**src/rtl/mem_access_sequencer_pkg.sv**
```systemverilog
// Shared definitions for the memory access sequencer: state encoding,
// default widths and the controller opcodes that decide fetch/load/store.
package mem_access_sequencer_pkg;

  localparam int DEF_AW     = 32;
  localparam int DEF_DW     = 32;
  localparam int DEF_TO_CYC = 16;

  typedef enum logic [1:0] {
    ST_IDLE   = 2'b00,
    ST_ACCESS = 2'b01,
    ST_DONE   = 2'b10
  } state_t;

  // Opcodes the multicycle controller decodes; only loads/stores reach memory as data accesses.
  localparam logic [6:0] OP_LOAD   = 7'b0000011;
  localparam logic [6:0] OP_STORE  = 7'b0100011;
  localparam logic [6:0] OP_RTYPE  = 7'b0110011;
  localparam logic [6:0] OP_ITYPE  = 7'b0010011;
  localparam logic [6:0] OP_BRANCH = 7'b1100011;
  localparam logic [6:0] OP_JAL    = 7'b1101111;

  function automatic logic word_aligned(input logic [1:0] lsb);
    return (lsb == 2'b00);
  endfunction

endpackage

```
**src/rtl/mem_access_sequencer_wait_counter.sv**
```systemverilog
// Timeout counter for an outstanding memory access; o_hit flags the cycle
// in which the LIMIT-th consecutive cycle without an acknowledge elapses.
module wait_counter #(
  parameter int CW    = 5,
  parameter int LIMIT = 16
) (
  input  logic clk,
  input  logic rst_n,
  input  logic i_clr,
  input  logic i_inc,
  output logic o_hit
);

  logic [CW-1:0] r_count;

  // Saturates at LIMIT so a stalled access can never wrap back into range.
  always_ff @(posedge clk or negedge rst_n) begin
    if (!rst_n) begin
      r_count <= '0;
    end else if (i_clr) begin
      r_count <= '0;
    end else if (i_inc && (r_count != CW'(LIMIT))) begin
      r_count <= r_count + 1'b1;
    end
  end

  assign o_hit = i_inc && (r_count == CW'(LIMIT - 1));

endmodule

```
**src/rtl/mem_access_sequencer.sv**
```systemverilog
// Makes a variable-latency unified memory look single-state to the multicycle
// controller. Optional access timeout is enabled with `define MEM_TIMEOUT_EN.
module mem_access_sequencer
  import mem_access_sequencer_pkg::*;
#(
  parameter int AW     = DEF_AW,
  parameter int DW     = DEF_DW,
  parameter int TO_CYC = DEF_TO_CYC
) (
  input  logic          clk,
  input  logic          rst,
  input  logic          req,
  input  logic          we,
  input  logic [AW-1:0] addr,
  input  logic [DW-1:0] wdata,
  output logic [DW-1:0] rdata,
  output logic          done,
  output logic          stall,
  output logic          misalign,
  output logic          mem_en,
  output logic          mem_we,
  output logic [AW-1:0] mem_addr,
  output logic [DW-1:0] mem_wdata,
  input  logic [DW-1:0] mem_rdata,
  input  logic          mem_ack,
`ifdef MEM_TIMEOUT_EN
  output logic          timeout,
`endif
  output state_t        dbg_state
);

  // Handshake: req is a command sampled only in IDLE (ignored in ACCESS/DONE);
  // mem_en and the mem_* fields stay constant until a one-cycle mem_ack, and
  // completion is reported to the controller by a one-cycle done pulse.

  if (TO_CYC < 1) begin : g_bad_to_cyc
    $error("TO_CYC must be at least 1");
  end

  logic [1:0]    r_rst_sync;
  logic          w_rst_n;
  state_t        r_state;
  logic [DW-1:0] r_rdata;
  logic          r_done;
  logic          r_stall;
  logic          r_misalign;
  logic          r_mem_en;
  logic          r_mem_we;
  logic [AW-1:0] r_mem_addr;
  logic [DW-1:0] r_mem_wdata;
  logic          w_aligned;
  logic          w_accept;

  // Reset asserts asynchronously but is released on a clock edge.
  always_ff @(posedge clk or negedge rst) begin
    if (!rst) begin
      r_rst_sync <= 2'b00;
    end else begin
      r_rst_sync <= {r_rst_sync[0], 1'b1};
    end
  end

  assign w_rst_n   = r_rst_sync[1];
  assign w_aligned = word_aligned(addr[1:0]);
  assign w_accept  = (r_state == ST_IDLE) && req && w_aligned;

`ifdef MEM_TIMEOUT_EN
  localparam int TO_CW = $clog2(TO_CYC + 1);

  logic w_to_inc;
  logic w_to_hit;
  logic r_timeout;

  assign w_to_inc = (r_state == ST_ACCESS) && !mem_ack;

  wait_counter #(
    .CW   (TO_CW),
    .LIMIT(TO_CYC)
  ) u_wait_counter (
    .clk  (clk),
    .rst_n(w_rst_n),
    .i_clr(w_accept),
    .i_inc(w_to_inc),
    .o_hit(w_to_hit)
  );

  assign timeout = r_timeout;
`endif

  always_ff @(posedge clk or negedge w_rst_n) begin
    if (!w_rst_n) begin
      r_state     <= ST_IDLE;
      r_rdata     <= '0;
      r_done      <= 1'b0;
      r_stall     <= 1'b0;
      r_misalign  <= 1'b0;
      r_mem_en    <= 1'b0;
      r_mem_we    <= 1'b0;
      r_mem_addr  <= '0;
      r_mem_wdata <= '0;
`ifdef MEM_TIMEOUT_EN
      r_timeout   <= 1'b0;
`endif
    end else begin
      r_done     <= 1'b0;
      r_misalign <= 1'b0;
      case (r_state)
        ST_IDLE: begin
          if (req) begin
            if (w_aligned) begin
              r_mem_en    <= 1'b1;
              r_mem_we    <= we;
              r_mem_addr  <= {addr[AW-1:2], 2'b00};
              r_mem_wdata <= wdata;
              r_stall     <= 1'b1;
              r_state     <= ST_ACCESS;
            end else begin
              r_misalign <= 1'b1;
            end
          end
        end
        ST_ACCESS: begin
          if (mem_ack) begin
            if (!r_mem_we) begin
              r_rdata <= mem_rdata;
            end
            r_mem_en <= 1'b0;
            r_mem_we <= 1'b0;
            r_stall  <= 1'b0;
            r_done   <= 1'b1;
            r_state  <= ST_DONE;
          end
`ifdef MEM_TIMEOUT_EN
          else if (w_to_hit) begin
            // Give up on the memory: complete without touching rdata.
            r_mem_en  <= 1'b0;
            r_mem_we  <= 1'b0;
            r_stall   <= 1'b0;
            r_done    <= 1'b1;
            r_timeout <= 1'b1;
            r_state   <= ST_DONE;
          end
`endif
        end
        ST_DONE: begin
          r_state <= ST_IDLE;
        end
        default: begin
          r_state <= ST_IDLE;
        end
      endcase
    end
  end

  assign rdata     = r_rdata;
  assign done      = r_done;
  assign stall     = r_stall;
  assign misalign  = r_misalign;
  assign mem_en    = r_mem_en;
  assign mem_we    = r_mem_we;
  assign mem_addr  = r_mem_addr;
  assign mem_wdata = r_mem_wdata;
  assign dbg_state = r_state;

endmodule

```
**config.mk**
```make
export PLATFORM = sky130hd
export DESIGN_NAME = mem_access_sequencer
export DESIGN_NICKNAME = d
export VERILOG_FILES = /design/src/rtl/mem_access_sequencer_pkg.sv /design/src/rtl/mem_access_sequencer_wait_counter.sv /design/src/rtl/mem_access_sequencer.sv
export SDC_FILE = /design/constraint.sdc
export NUM_CORES = 1
export LEC_CHECK = 0
export BUFFER_PORTS_ARGS = -buffer_cell sky130_fd_sc_hd__clkbuf_2
export CORE_ASPECT_RATIO = 1.5
export CORE_MARGIN = 1.5
export CORE_UTILIZATION = 49
export CTS_CLUSTER_DIAMETER = 40
export DETAILED_ROUTE_END_ITERATION = 7
export PLACE_DENSITY_LB_ADDON = 0.12
export SKIP_LAST_GASP = 1
export SYNTH_ARGS = -nofsm -noshare
export SYNTH_HDL_FRONTEND = slang
export SYNTH_SLANG_ARGS = --single-unit
export TNS_END_PERCENT = 20
```
**constraint.sdc**
```tcl
create_clock -name clk -period 6.1 [get_ports clk]
set_clock_uncertainty 0.1 [all_clocks]
set_input_delay 0.915 -clock clk [delete_from_list [all_inputs] [get_ports clk]]
set_output_delay 0.915 -clock clk [all_outputs]
set_load 0.01 [all_outputs]
```
# After elaboration in Yosys (flattened, before gate mapping)
# Cells that the tools add are included.
[word_totals]
n_memories = 0
latch_bits = 0
out_inout_bits = 103
mem_bits_rw = 0
inputBits = 101
ff_bits = 102
mem_bits_ro = 0
[classes]
addsub = 0
n_eq_ne = 4
n_div = 0
muxes = 16
bitwise_logic = 1
n_mul = 0
n_reduce_logical = 7
n_lt_le_gt_ge = 0
n_shift = 0
[ops]
columns = ["operator", "n"]
rows = [
  ["$mux 1", 10],
  ["$reduce_and 3->1", 3],
  ["$mux 2", 3],
  ["$ne 2x2->1 const B", 3],
  ["$logic_not 2->1", 2],
  ["$pmux 1 s2", 2],
  ["$pmux 2 s2", 1],
  ["$reduce_and 4->1", 1],
  ["$eq 2x1->1 const B", 1],
  ["$reduce_bool 2->1", 1],
  ["$not 1->1", 1],
]

# Longest topological paths before layout
# Gate-level depths: netlist of run 1.
[depth]
word_depth = 4
mapped_depth = 5
depth_no_buf = 3

# Worst setup path after synthesis of run 1
# No wires, ideal clock.
[synth_timing]
path_type = "input to register"
from = "input port req"
to = "register r_mem_addr[15], in the netlist mem_addr[15]"
required_time_ns = 5.875
path_buffers = 2
cell_stages = 5
setup_slack_ns = 3.698
arrival_time_ns = 2.177
setup_time_ns = 0.125
cell_sequence = "or3b_1 > or3_1 > buf_6 > buf_6 > mux2_4"
[synth_between]
elab_chain_cells = 1
[synth_rtl]
columns = ["item", "line_no", "rtl"]
rows = [
  ["from (decl)", "mem_access_sequencer.sv:12", "input logic req,"],
  ["$reduce_and 3->1 (no source line)", "n/a", ""],
  ["to (signal assigned)", "mem_access_sequencer.sv:113", "r_mem_addr <= {addr[AW-1:2], 2'b00};"],
  ["to (decl)", "mem_access_sequencer.sv:49", "logic [AW-1:0] r_mem_addr;"],
]
# Every way passes these cells.
# A chain may end at the register's enable or synchronous reset.

# Worst setup path in the final report of run 1
[layout_timing]
from = "input port req"
to = "register r_mem_wdata[13], in the netlist mem_wdata[13]"
[layout_between]
elab_chain_cells = 1
[layout_rtl]
columns = ["item", "line_no", "rtl"]
rows = [
  ["$reduce_and 3->1 (no source line)", "n/a", ""],
  ["to (signal assigned)", "mem_access_sequencer.sv:114", "r_mem_wdata <= wdata;"],
  ["to (decl)", "mem_access_sequencer.sv:50", "logic [DW-1:0] r_mem_wdata;"],
]
# Every way passes these cells.

==> reports/results.ini, run 1 <==
[status]
status = complete, no violations

[worst_setup_path]
cp_max_fo = 65
crit_chain = clkbuf_2 -> or3b_1 -> or3_4 -> mux2_4
cp-end-kind = flop
startpoint = req
startpoint_type = input port
max_stage_delay_ns = 0.71
crit_slowest_cell = or3_4
critPathKind = in2reg
r2r_slack_ns = 3.83
critPathRequiredTime_ns = 6.21
reg2reg_from = dbg_state[0]
r2r_cells = 3
r2r-end = mem_wdata[13]
cp_data_arrival_time_ns = 2.57

[routing]
drt_first_pass_iters = 4
drtAntennaViolNets = 0
drc = 0
drt_iter0_drc = 92
wire_per_inst_microns = 14.7
drt-total-wl_microns = 7920
viasPerCell = 4.73
dr_total_vias = 2544

[hold_path]
hold_class = reg2async

[layout]
final_cell_mix = clkbuf_2, dfrtp_1, mux2_2, mux2_4, clkbuf_16
final_common_cell = clkbuf_2
multi_input_area_sq_um = 1320
n_antenna_cell = 0
nNetsFinal = 529
syn_to_final_growth_pct = 35.3
postLayoutCoreUtil = 0.677
regArea_sq_um = 2560
drive_gt1_frac = 0.725
nFillCells = 602

[clock_tree]
ctsResizeCount = 0
clock-root-buffer = clkbuf_16
cts_hold_buf = 0
cts_buffer_depth = 2
cts.htree.levels = 3
clock-sinks = 102
cts_inserted_buffers = 9
clk_latency_ns = 0.33
cts_tree = built
clk_pin_slew_ns = 0.07
cts_setup_buffers = 0

[floorplan]
die_w_microns = 76.6
ios = 204
rows = 40
core_area_sq_um = 7960
dieArea_sq_um = 8690
die_h_microns = 113
initial_core_util = 0.500

[sta]
tns_ns = 0
relSlewSlack = 0.259
setup_viol = 0
max_freq_mhz = 406
tightest_slew_ns = 1.11
min_period_over_period = 0.404
drv_slew = 0
hold_viol_final = 0
rsz0062_at_grt = false
fin_crit_ns = 2.46

[grt]
overflow = 0
grt_pass1_wl_microns = 12700
grt_start_max_net_pins = 89
grt_antenna_before_repair = 0
grt_pass1_vias = 2585
gr-usage-all-layers = 0.188

[synth]
seq_area_frac_synth = 0.641
netlist_area_sq_um = 3980
synth_cells = 226
synth_warnings = 0
synth.ff_latch_count = 102
avgSynthCellArea_sq_um = 17.6
synth.distinct_cells = 16

[power_and_ir_drop]
switchingPower_uw = 610
clkPwrFrac = 0.285
internal_power_uw = 1660
seqPwrFrac = 0.438
p_comb_frac = 0.277
powerDensity_nw_per_um2 = 422
irDropWorstVdd_mv = 0.208
p_leak_uw = 0.00294
sw_frac_of_total = 0.268

[placed_design]
port_buffers = 201
hpwl_microns = 5890
place_congestion = 0.736

[run]
cap_violations = 0

sequential cells by signal, summed over array words and instances, names as in the netlist:
| name | cells |
|---|---|
| mem_addr | 30 |
| mem_we | 1 |
| mem_wdata | 32 |
| mem_en | 1 |
| dbg_state | 2 |
| rdata | 32 |
| done | 1 |
| r_rst_sync | 2 |
| misalign | 1 |
final cells by class:
type,instances,area share
tap,105,0.0244
multi-input combinational,109,0.245
clock buffer,13,0.0483
inverter,3,0.00209
sequential,102,0.474
timing repair buffer,203,0.189
clock inverter,3,0.0167
critical path, delay by kind of cell:
family                 cells  cell delay [ns]
buffers and inverters      1             0.07
and+or+nand+nor            2             1.06
muxes                      1             0.45
per-layer routing:
layer	track usage	up-vias	wire (microns)
met5	0	-	0
met4	0.102	0	214
met3	0.0312	16	438
met2	0.305	117	4060
met1	0.241	1237	3210
li1	-	1174	-
cell families after synthesis:
logic type,share of synthesized area
compound gates,0.00126
mux,0.313
simple gates,0.0129
flops,0.641
other cells,0.00189
buf+inv,0.0305
stage by stage:
step                setup WS, ns  hold WS, ns  cell area, sq um  std cells  power [uW]
global placement            3.34       0.0671              5040        522        1630
detailed placement          3.32       0.0712              5040        522        1650
finish                      3.64       0.0703              5390        538        2270
CTS                         3.67       0.0773              5390        538        2300
floorplan                   2.95        0.231              3990        227        1360
global route                3.60       0.0900              5390        538        2400
cell usage after synthesis:
cell,n,area share
or3_1,1,0.0016
nor2_1,3,0.0028
or3b_1,1,0.0022
nand2_1,3,0.0028
inv_1,3,0.0028
nand2b_1,1,0.0016
conb_1,2,0.0019
mux2_4,47,0.18
buf_4,3,0.0057
nand3b_1,1,0.0019
mux2_2,47,0.13
buf_2,4,0.0050
dfrtp_1,102,0.64
o21ai_0,1,0.0013
buf_6,6,0.017
mux2i_1,1,0.0025
worst max path at each step:
stage	to	slack (ns)	depth (start not counted)
finish	mem_wdata[13]	3.64	4
global route	mem_wdata[13]	3.60	4
CTS	mem_addr[29]	3.67	4
detailed placement	mem_wdata[9]	3.32	4
global placement	mem_wdata[4]	3.34	4
floorplan	dbg_state[0]	2.95	0
power by group through the flow:
stage | sequential (uW) | combinational, uW | clock, uW
3_5_place_dp | 1010 | 642 | 0
5_1_grt | 1030 | 676 | 697
4_1_cts | 998 | 642 | 664
6_report | 996 | 630 | 648
3_3_place_gp | 999 | 629 | 0
2_1_floorplan | 1100 | 252 | 0
(Power assumes the default switching activity.)
==> run 2: changes to the inputs <==
--- a/config.mk
+++ b/config.mk
@@ -8,7 +8,7 @@
 export BUFFER_PORTS_ARGS = -buffer_cell sky130_fd_sc_hd__clkbuf_2
 export CORE_ASPECT_RATIO = 1.5
 export CORE_MARGIN = 1.5
-export CORE_UTILIZATION = 49
+export CORE_UTILIZATION = 41
 export CTS_CLUSTER_DIAMETER = 40
 export DETAILED_ROUTE_END_ITERATION = 7
 export PLACE_DENSITY_LB_ADDON = 0.12
==> constraint.sdc (replaced) <==
create_clock -name clk -period 2 [get_ports clk]
set_clock_uncertainty 0.1 [all_clocks]
set_input_delay 0.3 -clock clk [delete_from_list [all_inputs] [get_ports clk]]
set_output_delay 0.3 -clock clk [all_outputs]
set_load 0.01 [all_outputs]
==> reports/results.ini, run 2 (synthesized netlist as in run 1, its figures left out) <==
[status]
status = complete, no violations

[power_and_ir_drop]
powerDensity_nw_per_um2 = 1220
p_leak_uw = 0.00297
irDropWorstVdd_mv = 0.741

[sta]
min_period_over_period = 0.945
rsz0062_at_grt = false
setup_viol = 0
drv_slew = 0
max_freq_mhz = 529
tns_ns = 0
hold_viol_final = 0
fin_crit_ns = 1.89
hold_ws_ns = 0.0675

[grt]
grt_start_max_net_pins = 48
grt_pass1_vias = 2637
overflow = 0
gr-usage-all-layers = 0.168
grt_pass1_wl_microns = 13200
grtUsageMet2 = 0.285
grt_busiest_layer = met2
grt_antenna_before_repair = 0
grtUsageMet3 = 0.0550
use_met1 = 0.195

[worst_setup_path]
startpoint_type = flop
crit_chain = or3b_1 -> or3_4 -> buf_12 -> mux2_4
max_stage_delay_ns = 0.40
critPathKind = reg2reg
cp_data_arrival_time_ns = 2.01
critPathRequiredTime_ns = 2.12
cp_max_fo = 24
crit_slowest_cell = dfrtp_1
cp-end-kind = flop

[clock_tree]
clock-sinks = 102
cts_buffer_depth = 2
cts_setup_buffers = 0
clock-root-buffer = clkbuf_16
cts_tree = built
cts_inserted_buffers = 9
ctsResizeCount = 0
cts_hold_buf = 1
clk_latency_ns = 0.34
clk_pin_slew_ns = 0.07
cts.htree.levels = 3

[layout]
syn_to_final_growth_pct = 37.1
nNetsFinal = 536
n_antenna_cell = 0
drive_gt1_frac = 0.732
nFillCells = 798
final_common_cell = clkbuf_2
final_cell_mix = clkbuf_2, dfrtp_1, mux2_2, mux2_4, clkbuf_16

[floorplan]
initial_core_util = 0.425
dieArea_sq_um = 10300
ios = 204
rows = 43
core_area_sq_um = 9360
die_w_microns = 83.5
die_h_microns = 124

[run]
cap_violations = 0

[routing]
dr_total_vias = 2576
drc = 0
drtAntennaViolNets = 0
wire_per_inst_microns = 15.9
drt-total-wl_microns = 8760
viasPerCell = 4.67
drt_iter0_drc = 64
drt_first_pass_iters = 4

[placed_design]
port_buffers = 201
hpwl_microns = 6630
place_congestion = 0.690

[hold_path]
hold_class = in2reg

==> run 2: power breakdown <==
group | leakage [uW] | internal [uW] | switching, uW
Clock | 0.000142 | 923 | 768
Combinational | 0.00161 | 1110 | 841
Sequential | 0.00122 | 2690 | 352
Total | 0.00297 | 4730 | 1960
==> run 2: worst max-delay path, delay by kind of cell (launching register included) <==
kind	cells	cell delay, ns
buf+inv	1	0.19
flops	1	0.40
mux	1	0.31
simple gates	2	0.76
==> run 2: layer usage <==
layer  up-vias  part of all wire
met5         -                 0
met4         0             0.022
met3        13             0.069
met2       106              0.53
met1      1269              0.38
li1       1188                 -
==> run 2: layout make-up <==
cell class              instances  area [sq um]  area share
clock buffers                  11           253      0.0463
clock inverters                 5          42.5     0.00779
inverters                       3          11.3     0.00206
multi-input cells             109          1320       0.242
flip-flops and latches        102          2560       0.468
well taps                     112           140      0.0257
repair buffers                210          1140       0.208
==> run 2: final timing paths <==
path	from	to	slack, ns	depth (start not counted)
setup / recovery	dbg_state[1]	mem_wdata[3]	0.11	4
hold / removal	we	mem_we	0.07	3
setup reg to reg	dbg_state[1]	mem_wdata[3]	0.11	4
hold reg to reg	r_rst_sync[1]	mem_addr[12]	0.16	0
max in group asynchronous	r_rst_sync[1]	rdata[24]	0.97	1
min in group asynchronous	r_rst_sync[1]	mem_addr[12]	0.16	0
==> run 2: metrics by stage <==
| step | util | total power, uW | std cells | setup slack, ns | cell area (sq um) |
|---|---|---|---|---|---|
| after global placement | 0.551 | 5000 | 535 | 0.146 | 5160 |
| after detailed placement | 0.551 | 5070 | 535 | 0.117 | 5160 |
| after CTS | 0.583 | 6790 | 552 | 0.108 | 5460 |
| after floorplan | - | 4140 | 227 | 0.0534 | 3990 |
| after global routing | 0.583 | 7030 | 552 | 0.0730 | 5460 |
| final | 0.583 | 6690 | 552 | 0.110 | 5460 |
==> run 3: changes to the inputs <==
--- a/config.mk
+++ b/config.mk
@@ -6,7 +6,7 @@
 export NUM_CORES = 1
 export LEC_CHECK = 0
 export BUFFER_PORTS_ARGS = -buffer_cell sky130_fd_sc_hd__clkbuf_2
-export CORE_ASPECT_RATIO = 1.5
+export CORE_ASPECT_RATIO = 0.5
 export CORE_MARGIN = 1.5
 export CORE_UTILIZATION = 41
 export CTS_CLUSTER_DIAMETER = 40
==> reports/results.ini, run 3 (synthesized netlist as in run 1, its figures left out) <==
[sta]
drv_slew = 0
setup_viol = 0
rsz0062_at_grt = false
tns_ns = 0
min_period_over_period = 0.948
hold_viol_final = 0
setup_slack_ns = 0.105
fin_crit_ns = 1.90
max_freq_mhz = 528

[worst_setup_path]
cp_data_arrival_time_ns = 2.02
critPathKind = reg2reg
reg2reg_from = dbg_state[1]
startpoint = dbg_state[1]
cp_max_fo = 35
critPathRequiredTime_ns = 2.12
cp-end-kind = flop
startpoint_type = flop

[routing]
viasPerCell = 4.47
drt-total-wl_microns = 8410
drt_first_pass_iters = 4
drtAntennaViolNets = 0
wire_per_inst_microns = 14.7
dr_total_vias = 2559
drt_iter0_drc = 86
drc = 0

[layout]
instances_no_fill = 573
final_cell_mix = clkbuf_2, dfrtp_1, mux2_2, mux2_4, clkbuf_16
drive_gt1_frac = 0.728
multi_input_area_sq_um = 1320
nNetsFinal = 535
syn_to_final_growth_pct = 36.9
nFillCells = 784
n_antenna_cell = 0
regArea_sq_um = 2560
final_common_cell = clkbuf_2

[grt]
overflow = 0
grt_antenna_before_repair = 0
grt_start_max_net_pins = 61
grt_pass1_vias = 2662
gr-usage-all-layers = 0.171
grt_pass1_wl_microns = 13400

[floorplan]
die_w_microns = 142
dieArea_sq_um = 10300
core_area_sq_um = 9450
ios = 204
rows = 25
initial_core_util = 0.422
die_h_microns = 72.7

[clock_tree]
clock-root-buffer = clkbuf_16
clk_latency_ns = 0.33
clock-sinks = 102
clk_pin_slew_ns = 0.06
cts.htree.levels = 3
ctsResizeCount = 0
cts_buffer_depth = 2
cts_inserted_buffers = 9
cts_tree = built

[power_and_ir_drop]
irDropWorstVdd_mv = 0.691
p_leak_uw = 0.00295
power_uw = 6700
powerDensity_nw_per_um2 = 1230

[placed_design]
hpwl_microns = 6270
placedCellCount = 557
place_ws_ns = 0.115
port_buffers = 201
place_congestion = 0.745

[run]
cap_violations = 0

[status]
status = complete, no violations

[hold_path]
hold_class = reg2async

-- run 3: final cells by class --
| class | count | share of cell area |
|---|---|---|
| Sequential cell | 102 | 0.469 |
| Multi-Input combinational cell | 109 | 0.242 |
| Timing Repair Buffer | 209 | 0.203 |
| Clock buffer | 11 | 0.0445 |
| Tap cell | 135 | 0.0310 |
| Clock inverter | 4 | 0.00872 |
| Inverter | 3 | 0.00207 |
-- run 3: power breakdown --
part	leakage [uW]	total, uW	switching [uW]	internal, uW
clock network	0.000141	1710	716	993
registers	0.00122	3040	346	2690
logic	0.00160	1950	851	1100
total	0.00295	6700	1910	4790
-- run 3: worst paths after layout --
kind / endpoint / slack, ns / cells past startpoint
worst max-delay path: mem_addr[16] / 0.10 / 4
worst min-delay path: mem_we / 0.003 / 0
worst max register to register: mem_addr[16] / 0.10 / 4
worst min register to register: mem_we / 0.003 / 0
max in group asynchronous: mem_wdata[22] / 1.12 / 1
min in group clk: mem_wdata[2] / 0.09 / 2
-- run 3: stage by stage --
step	util	hold slack (ns)	area [sq um]
after CTS	0.577	0.00176	5450
after floorplan	-	-0.0956	3990
after global placement	0.545	-0.0118	5150
after global routing	0.577	0.00737	5450
after detailed placement	0.545	-0.0139	5150
final	0.577	0.00344	5450
-- run 3: layer usage --
metal / vias to the layer above / global-route usage / routed length [microns]
met5: - / 0 / 0
met4: 0 / 0.0481 / 100
met3: 9 / 0.0610 / 588
met2: 98 / 0.297 / 4270
met1: 1267 / 0.205 / 3460
li1: 1185 / - / -
-- run 3: worst max-delay path: stages, from the launching register on --
cell and delay (ns):
dfrtp_1 0.40, or3b_1 0.37, or3_4 0.37, buf_12 0.20, mux2_4 0.32
-- run 3: what timing repair did --
item | 4_1_cts | 5_1_grt
buffers inserted | 0 | 0
hold buffers | 1 | 0
hold endpoints to repair | 2 | 0
